==> config.mk <==
export PLATFORM = sky130hd
export DESIGN_NAME = pulse_gen_multi_flat
export DESIGN_NICKNAME = d
export VERILOG_FILES = /design/src/rtl/pulse_gen_multi_pkg.sv /design/src/rtl/pulse_gen_multi_if.sv /design/src/rtl/pulse_gen_multi_channel.sv /design/src/rtl/pulse_gen_multi.sv /design/src/flat_wrapper.sv
export SDC_FILE = /design/constraint.sdc
export NUM_CORES = 1
export LEC_CHECK = 0
export ABC_CLOCK_PERIOD_IN_PS = 3740
export CAP_MARGIN = 25
export CORE_MARGIN = 2
export CORE_UTILIZATION = 52
export DETAILED_ROUTE_END_ITERATION = 6
export DONT_BUFFER_PORTS = 1
export PLACE_DENSITY = 0.74
export SYNTH_ARGS = -nofsm -noshare
export SYNTH_HDL_FRONTEND = slang
export SYNTH_SLANG_ARGS = --single-unit
==> constraint.sdc <==
create_clock -name clock -period 3.74 [get_ports clock]
set_input_delay 1.122 -clock clock [delete_from_list [all_inputs] [get_ports clock]]
set_output_delay 1.122 -clock clock [all_outputs]
set_load 0.03 [all_outputs]
==> src/rtl/pulse_gen_multi_pkg.sv <==
// Shared types for the multi-channel pulse generator: FSM states, edge selection, gap length.
// Optional feature: PULSE_GAP_EN (adds a post-pulse GAP state of GAP_CYC cycles).
package pulse_gen_multi_pkg;

    typedef enum logic [1:0] {
        IDLE  = 2'd0,
        PULSE = 2'd1,
        GAP   = 2'd2
    } pulse_state_t;

    typedef enum logic [1:0] {
        EDGE_RISE = 2'd0,
        EDGE_FALL = 2'd1,
        EDGE_BOTH = 2'd2,
        EDGE_NONE = 2'd3
    } edge_sel_t;

    // Number of dead cycles after a pulse when PULSE_GAP_EN is defined.
    localparam int unsigned GAP_CYC = 2;

    function automatic logic edge_hit(input edge_sel_t sel, input logic prev, input logic cur);
        logic hit;
        unique case (sel)
            EDGE_RISE: hit = !prev && cur;
            EDGE_FALL: hit = prev && !cur;
            EDGE_BOTH: hit = prev != cur;
            EDGE_NONE: hit = 1'b0;
        endcase
        return hit;
    endfunction

endpackage

==> src/rtl/pulse_gen_multi_if.sv <==
// Packed per-channel control/trigger bus of the pulse generator.
// master drives configuration and triggers; slave (the generator) drives pulse and done.
interface pulse_gen_multi_if #(
    parameter int N_CH    = 4,
    parameter int WIDTH_W = 8
);
    logic [N_CH-1:0]         enable;
    logic [N_CH-1:0]         retrig;
    logic [N_CH*2-1:0]       edge_sel;
    logic [N_CH*WIDTH_W-1:0] pw;
    logic [N_CH-1:0]         sig;
    logic [N_CH-1:0]         pulse;
    logic [N_CH-1:0]         done;

    modport master (
        output enable, retrig, edge_sel, pw, sig,
        input  pulse, done
    );

    modport slave (
        input  enable, retrig, edge_sel, pw, sig,
        output pulse, done
    );
endinterface

==> src/rtl/pulse_gen_multi_channel.sv <==
// One pulse channel: edge detector, IDLE/PULSE(/GAP) FSM and down counter.
// With PULSE_GAP_EN defined, the channel sits in GAP for GAP_CYC cycles after each pulse.
module pulse_gen_multi_channel
    import pulse_gen_multi_pkg::*;
#(
    parameter int WIDTH_W = 8
) (
    input  logic               i_clock,
    input  logic               i_reset_n,
    input  logic               i_enable,
    input  logic               i_retrig,
    input  edge_sel_t          i_edge_sel,
    input  logic [WIDTH_W-1:0] i_pw,
    input  logic               i_sig,
    output logic               o_pulse,
    output logic               o_done
);

    pulse_state_t       r_state;
    pulse_state_t       w_state_nxt;
    logic [WIDTH_W-1:0] r_cnt;
    logic [WIDTH_W-1:0] w_cnt_nxt;
    logic               r_sig_q;
    logic               r_pulse;
    logic               r_done;
    logic               w_pulse_nxt;
    logic               w_done_nxt;
    logic               w_trig;
    logic               w_load;

    assign w_trig = i_enable && edge_hit(i_edge_sel, r_sig_q, i_sig);
    // A zero-length request is dropped outright rather than producing a pulse.
    assign w_load = w_trig && (i_pw != '0);

    // NOTE: sequential state uses non-blocking assignments so every register
    // samples pre-edge values; async reset clears all of it immediately.
    always_ff @(posedge i_clock or negedge i_reset_n) begin
        if (!i_reset_n) begin
            r_state <= IDLE;
            r_cnt   <= '0;
            r_sig_q <= 1'b0;
            r_pulse <= 1'b0;
            r_done  <= 1'b0;
        end else begin
            r_state <= w_state_nxt;
            r_cnt   <= w_cnt_nxt;
            r_sig_q <= i_sig;
            r_pulse <= w_pulse_nxt;
            r_done  <= w_done_nxt;
        end
    end

    always_comb begin
        // NOTE: hold-current defaults ahead of the case keep this block latch-free.
        w_state_nxt = r_state;
        w_cnt_nxt   = r_cnt;
        case (r_state)
            IDLE: begin
                if (w_load) begin
                    w_state_nxt = PULSE;
                    w_cnt_nxt   = i_pw - WIDTH_W'(1);
                end
            end
            PULSE: begin
                if (w_load && i_retrig) begin
                    w_cnt_nxt = i_pw - WIDTH_W'(1);
                end else if (r_cnt == '0) begin
`ifdef PULSE_GAP_EN
                    w_state_nxt = GAP;
                    w_cnt_nxt   = WIDTH_W'(GAP_CYC - 1);
`else
                    w_state_nxt = IDLE;
`endif
                end else begin
                    w_cnt_nxt = r_cnt - WIDTH_W'(1);
                end
            end
`ifdef PULSE_GAP_EN
            GAP: begin
                if (r_cnt == '0) begin
                    w_state_nxt = IDLE;
                end else begin
                    w_cnt_nxt = r_cnt - WIDTH_W'(1);
                end
            end
`endif
            default: begin
                w_state_nxt = IDLE;
                w_cnt_nxt   = '0;
            end
        endcase
    end

    // done fires only on a real exit from PULSE, so a retrigger reload defers it.
    always_comb begin
        w_pulse_nxt = (w_state_nxt == PULSE);
        w_done_nxt  = (r_state == PULSE) && (w_state_nxt != PULSE);
    end

    assign o_pulse = r_pulse;
    assign o_done  = r_done;

endmodule

==> src/rtl/pulse_gen_multi.sv <==
// N-channel edge-triggered pulse generator: one independent channel per bit of the bus.
// Optional post-pulse gap enabled with PULSE_GAP_EN.
module pulse_gen_multi
    import pulse_gen_multi_pkg::*;
#(
    parameter int N_CH    = 4,
    parameter int WIDTH_W = 8
) (
    input  logic             clock,
    input  logic             reset,
    pulse_gen_multi_if.slave bus
);

    logic [N_CH-1:0] w_pulse;
    logic [N_CH-1:0] w_done;

    for (genvar g = 0; g < N_CH; g++) begin : g_ch
        pulse_gen_multi_channel #(
            .WIDTH_W (WIDTH_W)
        ) u_ch (
            .i_clock    (clock),
            .i_reset_n  (reset),
            .i_enable   (bus.enable[g]),
            .i_retrig   (bus.retrig[g]),
            .i_edge_sel (edge_sel_t'(bus.edge_sel[2*g +: 2])),
            .i_pw       (bus.pw[g*WIDTH_W +: WIDTH_W]),
            .i_sig      (bus.sig[g]),
            .o_pulse    (w_pulse[g]),
            .o_done     (w_done[g])
        );
    end

    assign bus.pulse = w_pulse;
    assign bus.done  = w_done;

endmodule

==> src/flat_wrapper.sv <==
// flat-port wrapper written by rule: the top's interface ports become plain ports
module pulse_gen_multi_flat import pulse_gen_multi_pkg::*;
#(
    parameter int N_CH    = 4,
    parameter int WIDTH_W = 8
)
  (clock, reset, bus_enable, bus_retrig, bus_edge_sel, bus_pw, bus_sig, bus_pulse, bus_done);
  pulse_gen_multi_if #(.N_CH(N_CH), .WIDTH_W(WIDTH_W)) bus_i ();
  input  logic clock;
  input  logic reset;
  input wire logic [$bits(bus_i.enable)-1:0] bus_enable;
  input wire logic [$bits(bus_i.retrig)-1:0] bus_retrig;
  input wire logic [$bits(bus_i.edge_sel)-1:0] bus_edge_sel;
  input wire logic [$bits(bus_i.pw)-1:0] bus_pw;
  input wire logic [$bits(bus_i.sig)-1:0] bus_sig;
  output wire logic [$bits(bus_i.pulse)-1:0] bus_pulse;
  output wire logic [$bits(bus_i.done)-1:0] bus_done;
  assign bus_i.enable = bus_enable;
  assign bus_i.retrig = bus_retrig;
  assign bus_i.edge_sel = bus_edge_sel;
  assign bus_i.pw = bus_pw;
  assign bus_i.sig = bus_sig;
  assign bus_pulse = bus_i.pulse;
  assign bus_done = bus_i.done;
  pulse_gen_multi #(.N_CH(N_CH), .WIDTH_W(WIDTH_W)) u_core (.clock(clock), .reset(reset), .bus(bus_i));
endmodule
# --- Word-level counts from Yosys, hierarchy flattened ---
# Cells that the tools add are included.
# W data, S select, Z words.
totals:
  out_inout_bits: 8
  wordCells: 152
  memories: 0
  regBits: 52
  latch_bits: 0
  inputBits: 54
  rom_bits: 0
  mem_bits_rw: 0
op_classes:
  order_cmp: 0
  div_mod_pow: 0
  n_eq_ne: 36
  add_sub_neg: 8
  bitwise: 0
  shifts: 0
  mux: 36
  reduce_logical: 52
  mul: 0
op_table:
  columns: ["op", "n"]
  rows:
  - ["$mux W8", 12]
  - ["$pmux W8 S2", 4]
  - ["$sub A8 B1 Y8 const B", 8]
  - ["$logic_not A8 Y1", 4]
  - ["$reduce_bool A8 Y1", 4]
  - ["$eq A2 B1 Y1 const B", 12]
  - ["$logic_and A1 B1 Y1", 24]
  - ["$mux W2", 12]
  - ["$eq A2 B2 Y1 const B", 8]
  - ["$logic_not A2 Y1", 8]
  - ["$pmux W1 S4", 4]
  - ["$pmux W2 S2", 4]
  - ["$ne A3 B3 Y1 const B", 4]
  - ["$logic_not A1 Y1", 8]
  - ["$ne A2 B1 Y1 const B", 4]
  - ["$ne A2 B2 Y1 const B", 4]
  - ["$reduce_and A2 Y1", 4]
  - ["$ne A1 B1 Y1", 4]

# --- Depth between registers and ports, before layout ---
# Gate-level depths: netlist of run 1.
depth:
  word_depth: 10
  ltp_mapped: 8
  mapped_depth_nobuf: 8

# --- By module ---
# Synthesis of run 1 repeated with hierarchy kept, for this count alone.
unflattened:
  hier_cells: 376
  area_unflattened_um2: 3593.4
by_module_without_submodules:
  columns: ["mod", "cells_per_inst", "instances", "area_each_um2", "seq_area_each_um2"]
  rows:
  - ["pulse_gen_multi_channel", 94, 4, 898.4, 325.3]

# --- Least setup slack after synthesis of run 1 ---
# Ideal clock, no wire load.
synth_path:
  path_kind: "input -> register"
  startpoint: "in bus_sig[3]"
  endpoint: "reg u_core.g_ch[3].u_ch.r_cnt[4]"
  arrival_time_ps: 2781
  stages: 7
  required_time_ps: 3639
  setup_ps: 101
  setup_slack_ps: 859
  path_buffers: 0
  path_cell_list: "inv_1 -> ha_1 -> o21ai_0 -> o21ai_0 -> o31ai_2 -> mux2_2 -> o32ai_1"
synth_via:
  elab_chain_len: 8
  word_cells_on_any_way: 13
  cone_classes: "eq/ne: 3; mux: 3; reduce/logical: 7"
synth_lines:
  columns: ["item", "line", "rtl"]
  rows:
  - ["start: declaration", "flat_wrapper.sv:15", "input wire logic [$bits(bus_i.sig)-1:0] bus_sig;"]
  - ["$logic_not A1 Y1", "pulse_gen_multi_pkg.sv:25", "EDGE_FALL: hit = prev && !cur;"]
  - ["$logic_and A1 B1 Y1", "pulse_gen_multi_pkg.sv:25", null]
  - ["$pmux W1 S4 *", "pulse_gen_multi_pkg.sv:23", "unique case (sel)"]
  - ["$logic_and A1 B1 Y1 *", "pulse_gen_multi_channel.sv:31", "assign w_trig = i_enable && edge_hit(i_edge_sel, r_sig_q, i_sig);"]
  - ["$logic_and A1 B1 Y1 *", "pulse_gen_multi_channel.sv:33", "assign w_load = w_trig && (i_pw != '0);"]
  - ["$logic_and A1 B1 Y1", "pulse_gen_multi_channel.sv:65", "if (w_load && i_retrig) begin"]
  - ["$mux W8 / $ne A3 B3 Y1 (equally long branches)", null, null]
  - ["$pmux W8 S2 / $reduce_and A2 Y1 (equally long branches)", null, null]
  - ["end signal: assignment", "pulse_gen_multi_channel.sv:46", "r_cnt <= w_cnt_nxt;"]
  - ["end: declaration", "pulse_gen_multi_channel.sv:21", "logic [WIDTH_W-1:0] r_cnt;"]
# Mark *: on every way between the ends. The rest lies on a longest branch, timed or not.
# A chain may end at the register's enable or synchronous reset.

# --- Final worst setup path of run 1 ---
# Ends and elaborated chain as after synthesis.

==> metrics.txt, run 1 <==
crit path launch type=primary input; largest net degree at the start of global routing=53; Overflow after GRT=0; core area=7290 um^2; Final nets=514; Routed Antenna Nets=0; Fin Hold WS=494 ps; worst slew pin tran=709 ps; DIE AREA=8270 um^2; Gate power share=0.276; count of cell types in the netlist=66; total track usage=0.210; row cnt=31; Mapped Cells=443; flip-flop and latch count after synthesis=52; Flop pwr share=0.449; clock power share=0.275; Leak Pwr=1.84 nW; area grow syn2layout=3.95%; Max Clock Skew=14.9 ps; switching power=0.000489 W; Starting Density=0.539; vias in the first global route=3,288; status=completed; RR Startpoint=u_core.g_ch[0].u_ch.r_cnt[4]$_DFFE_PN0P_; WL/cell=15.9 um; CP required=3940 ps; clk slew on worst S/H paths=100 ps; gp weighted congestion=0.894; vias=3,316; root buffer cell=clkbuf_8; global-route wire length before repair=14,700 um; Max clock buf depth=2; PwrDens=365 nW/um^2; FMAX=0.357 GHz; number of H-tree levels=2; max cap viols=0; YS warnings=0; crit end category=flop; HPWL after DPL=6380 um; RSZ-0062 raised after global routing=false; min-delay worst type=primary input to asynchronous set/reset pin; maximum VDD drop=0.000201 V; ANT cells=0; Tcrit/Tclk final=0.750; relative slew slack=0.524; post-synthesis sequential area ratio=0.331; CP Class=primary input to flop; placed insts=528; Post-synth EDFFs=0; TritonRoute pass-1 iters=4; asr flop ratio synth=1.00; min Tclk post-route=2800 ps; reg2reg path depth=5; Final Slew Violations=0; post-CTS setup buffers=0; final cell count without fillers=536; # clock sinks=52; Worst setup startpoint=bus_sig[3]; Routed WL=8520 um; Main synth FF type=dfrtp_1; # DRC=0; Switching Fraction=0.328; port bufs=0; Ports=62; 1st-iter DRT viols=151; internal power=0.00100 W; Die Height=90.9 um; CTS tree=built; cts hold-fix bufs=0; die width=90.9 um; antenna violations before repair=0; layout cells sized above 1=0.0686; Via density=6.19; cell area after synthesis=3930 um^2; Reg2Reg Setup Slack=1380 ps; Hold Fails Final Rpt=0; setup TNS=0 ps; final setup fails=0; Arrival @ worst endpoint=3000 ps; post-CTS sizing=0; clock latency on the worst-skew pair=310 ps; cts bufs inserted=5; Synth Area per Inst=8.87 um^2; CP max FO=8
==> per-layer routing <==
| layer | global-route usage | wire [um] | vias to the layer above |
|---|---|---|---|
| met2 | 0.360 | 4270 | 132 |
| met3 | 0.0398 | 598 | 6 |
| met5 | 0 | 0 | - |
| li1 | - | - | 1591 |
| met1 | 0.276 | 3600 | 1587 |
| met4 | 0.0429 | 54 | 0 |
==> state kept, by name, summed over array words and instances (netlist names) <==
signal and flops:
u_core.g_ch.u_ch.r_state 8, u_core.g_ch.u_ch.r_sig_q 4, u_core.g_ch.u_ch.r_cnt 32, u_core.g_ch.u_ch.o_done 4
u_core.g_ch.u_ch.o_pulse 4
==> cell usage in the layout, fill, tap and decap left out, drive strengths merged, types with 5 or more instances in the layout <==
cell type	n
ha	24
dfrtp	52
o21ai	17
nand2b	11
o31ai	5
xor2	14
nor4	13
xnor2	8
or4	10
clkbuf	6
mux2i	13
nand2	29
o22ai	5
mux2	8
o211ai	6
nor3	11
a21oi	21
nand3	13
o32ai	11
or3	13
inv	50
nor2	26
==> logic make-up after synthesis <==
family,after synthesis,share of synthesized area
compound gates,108,0.207
xor+xnor,22,0.0490
fa+ha+maj,24,0.0764
buf+inv,68,0.0755
flops,52,0.331
mux,21,0.0560
other cells,1,0.000954
simple gates,147,0.204
==> synth_stat cells, drive strengths merged (6+ instances only) <==
master  instances  area [um^2]
ha             24          300
or4            10         75.1
dfrtp          52         1300
o21ai          17         85.1
nand2          29          109
xnor2           8         70.1
inv            50          188
buf            15         97.6
xor2           14          123
nand3          13         65.1
mux2            8         90.1
mux2i          13          130
o32ai          11         96.3
nand2b         11         68.8
nor2           26         97.6
a21oi          21          105
nor4           13         96.3
nor3           11         55.1
o211ai          6         45.0
or3            13         86.3
==> final timing paths <==
check,endpoint
setup reg to reg,u_core.g_ch[0].u_ch.r_cnt[4]$_DFFE_PN0P_
min in group clock,u_core.g_ch[3].u_ch.r_cnt[5]$_DFFE_PN0P_
max in group asynchronous,u_core.g_ch[2].u_ch.r_cnt[2]$_DFFE_PN0P_
hold reg to reg,u_core.g_ch[3].u_ch.r_cnt[5]$_DFFE_PN0P_
setup / recovery,u_core.g_ch[3].u_ch.r_cnt[4]$_DFFE_PN0P_
hold / removal,u_core.g_ch[3].u_ch.o_done$_DFF_PN0_
==> power groups by stage <==
stage                     logic, W  clock network (W)  registers [W]
after floorplan           0.000363                  0       0.000648
after global placement    0.000395                  0       0.000677
after detailed placement  0.000405                  0       0.000679
after CTS                 0.000407           0.000424       0.000668
after global routing      0.000466           0.000444       0.000678
final                     0.000412           0.000409       0.000669
==> stage by stage <==
step | setup slack, ps | power, W | area, um^2 | util
finish | 936 | 0.00149 | 4090 | 0.560
global route | 748 | 0.00159 | 4090 | 0.560
CTS | 915 | 0.00150 | 4090 | 0.560
detailed placement | 605 | 0.00108 | 3960 | 0.544
global placement | 660 | 0.00107 | 3960 | 0.544
floorplan | 859 | 0.00101 | 3940 | -
==> layout make-up <==
| type | count | area (um^2) |
|---|---|---|
| clock inverters | 2 | 38.8 |
| multi-input cells | 326 | 2340 |
| clock buffers | 6 | 82.6 |
| inverters | 50 | 188 |
| repair buffers | 1 | 7.51 |
| fillers | 687 | 3210 |
| flip-flops and latches | 52 | 1300 |
| well taps | 99 | 124 |
==> worst max-delay path: stages <==
cell and delay (ps):
inv_1 30, ha_1 270, o21ai_0 130, o21ai_0 210, o31ai_2 700, mux2_2 410, o32ai_1 120
(Power assumes the default switching activity.)
==> inputs of run 2 (changes only) <==
- ABC_CLOCK_PERIOD_IN_PS: 3740 -> 2300
- PLACE_DENSITY: 0.74 -> 0.77
- clock period: 3.74 -> 2.3 ns (I/O delays scaled with it)
==> run 2 against run 1 <==
  * Via count rose by 1.9%
  * Design area rose by 7.0%
  * Clock-buffer cell count fell by 1
  * Flip-flop and latch count did not move
  * Worst hold slack got worse by 440 ps
  * Critical path type is now flop to flop
  * Critical endpoint is now u_core.g_ch[0].u_ch.r_cnt[4]$_DFFE_PN0P_
  * Largest power group unchanged
==> metrics.txt, run 2 (synthesis gave the netlist of run 1 again) <==
status=completed (unchanged); Starting Density=0.539 (unchanged); WL/cell=15.5 um (was 15.9 um); commonest non-fill, non-tap cell in the layout=dfrtp_1 (unchanged); Worst setup startpoint=u_core.g_ch[0].u_ch.r_cnt[5]$_DFFE_PN0P_ (was bus_sig[3]); crit path launch type=flop (was primary input); Core Util, Final=0.600 (was 0.560); final setup fails=0 (unchanged); Largest Register=u_core.g_ch.u_ch.r_cnt (unchanged); CP max FO=7 (was 8); Largest delay share family, worst path=simple AND/OR/NAND/NOR gates (was compound AO/OA/AOI/OAI gates); Flop pwr share=0.434 (was 0.449); CTS tree=built (unchanged); Filler Cell Count=664 (was 687); PwrDens=573 nW/um^2 (was 365 nW/um^2); DIE AREA=8270 um^2 (unchanged); relative slew slack=0.604 (was 0.524); Final nets=547 (was 514); vias=3,378 (was 3,316); Max clock buf depth=2 (unchanged); # clock sinks=52 (unchanged); TritonRoute pass-1 iters=4 (unchanged); port bufs=0 (unchanged); clock power share=0.261 (was 0.275); Hold Fails Final Rpt=0 (unchanged); row cnt=31 (unchanged); Buf/Inv on CP=1 (unchanged); max cap viols=0 (unchanged); 1st-iter DRT viols=161 (was 151); Fin Hold WS=57.9 ps (was 494 ps); HPWL after DPL=6820 um (was 6380 um); Gate power share=0.305 (was 0.276); largest net degree at the start of global routing=53 (unchanged); Routed Antenna Nets=0 (unchanged); Die Height=90.9 um (unchanged); Routed WL=8830 um (was 8520 um); Final Slew Violations=0 (unchanged); area grow syn2layout=11.2% (was 3.95%); max reg flops=32 (unchanged); cts bufs inserted=5 (unchanged); core area=7290 um^2 (unchanged); total track usage=0.210 (about the same); most frequent cells in the layout=52 x dfrtp_1, 50 x inv_1, 34 x buf_4 (was 52 x dfrtp_1, 50 x inv_1, 29 x nand2_1); FMAX=0.451 GHz; # DRC=0 (unchanged); clock latency on the worst-skew pair=310 ps (about the same); biggest regs=u_core.g_ch.u_ch.r_cnt (32), u_core.g_ch.u_ch.r_state (8) (unchanged); crit end category=flop (unchanged); layout cells sized above 1=0.149 (was 0.0686); Critical Path Max Stage Delay=490 ps (was 700 ps); die width=90.9 um (unchanged); CP Class=flop to flop (was primary input to flop); Ports=62 (unchanged); RR Startpoint=u_core.g_ch[0].u_ch.r_cnt[5]$_DFFE_PN0P_ (was u_core.g_ch[0].u_ch.r_cnt[4]$_DFFE_PN0P_); ANT cells=0 (unchanged); min Tclk post-route=2220 ps; antenna violations before repair=0 (unchanged); Tcrit/Tclk final=0.964; crit-path cells=or3_4, or4_1, a32oi_4, buf_4, o31ai_2, a221o_1 (was inv_1, ha_1, o21ai_0, o21ai_0, o31ai_2, mux2_2, o32ai_1); Arrival @ worst endpoint=2410 ps (was 3000 ps); maximum VDD drop=0.000525 V (was 0.000201 V); post-CTS setup buffers=0 (unchanged); clk slew on worst S/H paths=110 ps (was 100 ps); Switching Fraction=0.335 (was 0.328); Max Clock Skew=12.7 ps (was 14.9 ps); worst slew pin tran=590 ps (was 709 ps); Overflow after GRT=0 (unchanged); Leak Pwr=2.01 nW (was 1.84 nW); CP required=2490 ps (was 3940 ps); min-delay worst type=primary input to asynchronous set/reset pin (unchanged); internal power=0.00167 W (was 0.00100 W); vias in the first global route=3,289 (was 3,288); Via density=5.94 (was 6.19); global-route wire length before repair=14,600 um (was 14,700 um); switching power=0.000840 W (was 0.000489 W); RSZ-0062 raised after global routing=false (unchanged); gp weighted congestion=0.894 (about the same); slowest stage cell, crit path=or4_1 (was o31ai_2); root buffer cell=clkbuf_8 (unchanged); number of H-tree levels=2 (unchanged)
-- run 2: power groups by stage --
| stage | registers, W | clock network, W | logic (W) |
|---|---|---|---|
| 2_1_floorplan | 0.00105 | 0 | 0.000598 |
| 3_3_place_gp | 0.00110 | 0 | 0.000724 |
| 3_5_place_dp | 0.00110 | 0 | 0.000749 |
| 4_1_cts | 0.00109 | 0.000670 | 0.000754 |
| 5_1_grt | 0.00110 | 0.000697 | 0.000854 |
| 6_report | 0.00109 | 0.000655 | 0.000764 |
-- run 2: layer usage --
metal	up-vias	track usage	wire length [um]
met2	78	0.369	4550
met4	0	0.0530	97
met3	10	0.0382	355
met5	-	0	0
li1	1660	-	-
met1	1630	0.268	3830
-- run 2: layout make-up --
class | instances | area [um^2] | share of cell area
clock buffers | 5 | 68.8 | 0.0157
flip-flops and latches | 52 | 1300 | 0.298
inverters | 50 | 188 | 0.0429
repair buffers | 34 | 255 | 0.0584
well taps | 99 | 124 | 0.0283
multi-input cells | 326 | 2390 | 0.546
clock inverters | 3 | 46.3 | 0.0106
-- run 2: path summary, 6_finish.rpt --
path,endpoint,slack (ps),cells after the start
setup / recovery,u_core.g_ch[0].u_ch.r_cnt[4]$_DFFE_PN0P_,80,6
hold / removal,u_core.g_ch[3].u_ch.r_cnt[4]$_DFFE_PN0P_,60,0
setup reg to reg,u_core.g_ch[0].u_ch.r_cnt[4]$_DFFE_PN0P_,80,6
hold reg to reg,u_core.g_ch[2].u_ch.r_cnt[6]$_DFFE_PN0P_,560,2
max in group asynchronous,u_core.g_ch[0].u_ch.r_cnt[0]$_DFFE_PN0P_,2120,0
min in group clock,u_core.g_ch[2].u_ch.r_sig_q$_DFF_PN0_,390,0
-- run 2: metrics by stage --
step	setup TNS (ps)	instances	total power [W]	area [um^2]	setup WS (ps)
after CTS	0	569	0.00251	4360	79.4
final	0	569	0.00251	4370	81.8
after floorplan	-2.95	446	0.00165	3980	-2.95
after global routing	0	569	0.00265	4370	3.69
after detailed placement	-1620	561	0.00185	4240	-173
after global placement	-485	561	0.00182	4240	-50.1
-- run 2: worst reg2reg max path, stage by stage (launching register included) --
cell and delay (ps):
dfrtp_1 420, or3_4 380, or4_1 500, a32oi_4 250
buf_4 200, o31ai_2 70, a221o_1 300
-- run 2: repair_timing --
action | 4_1_cts | 5_1_grt
endpoints found under the setup margin | 0 | 3
resized for setup | 0 | 2
hold buffers | 0 | 0
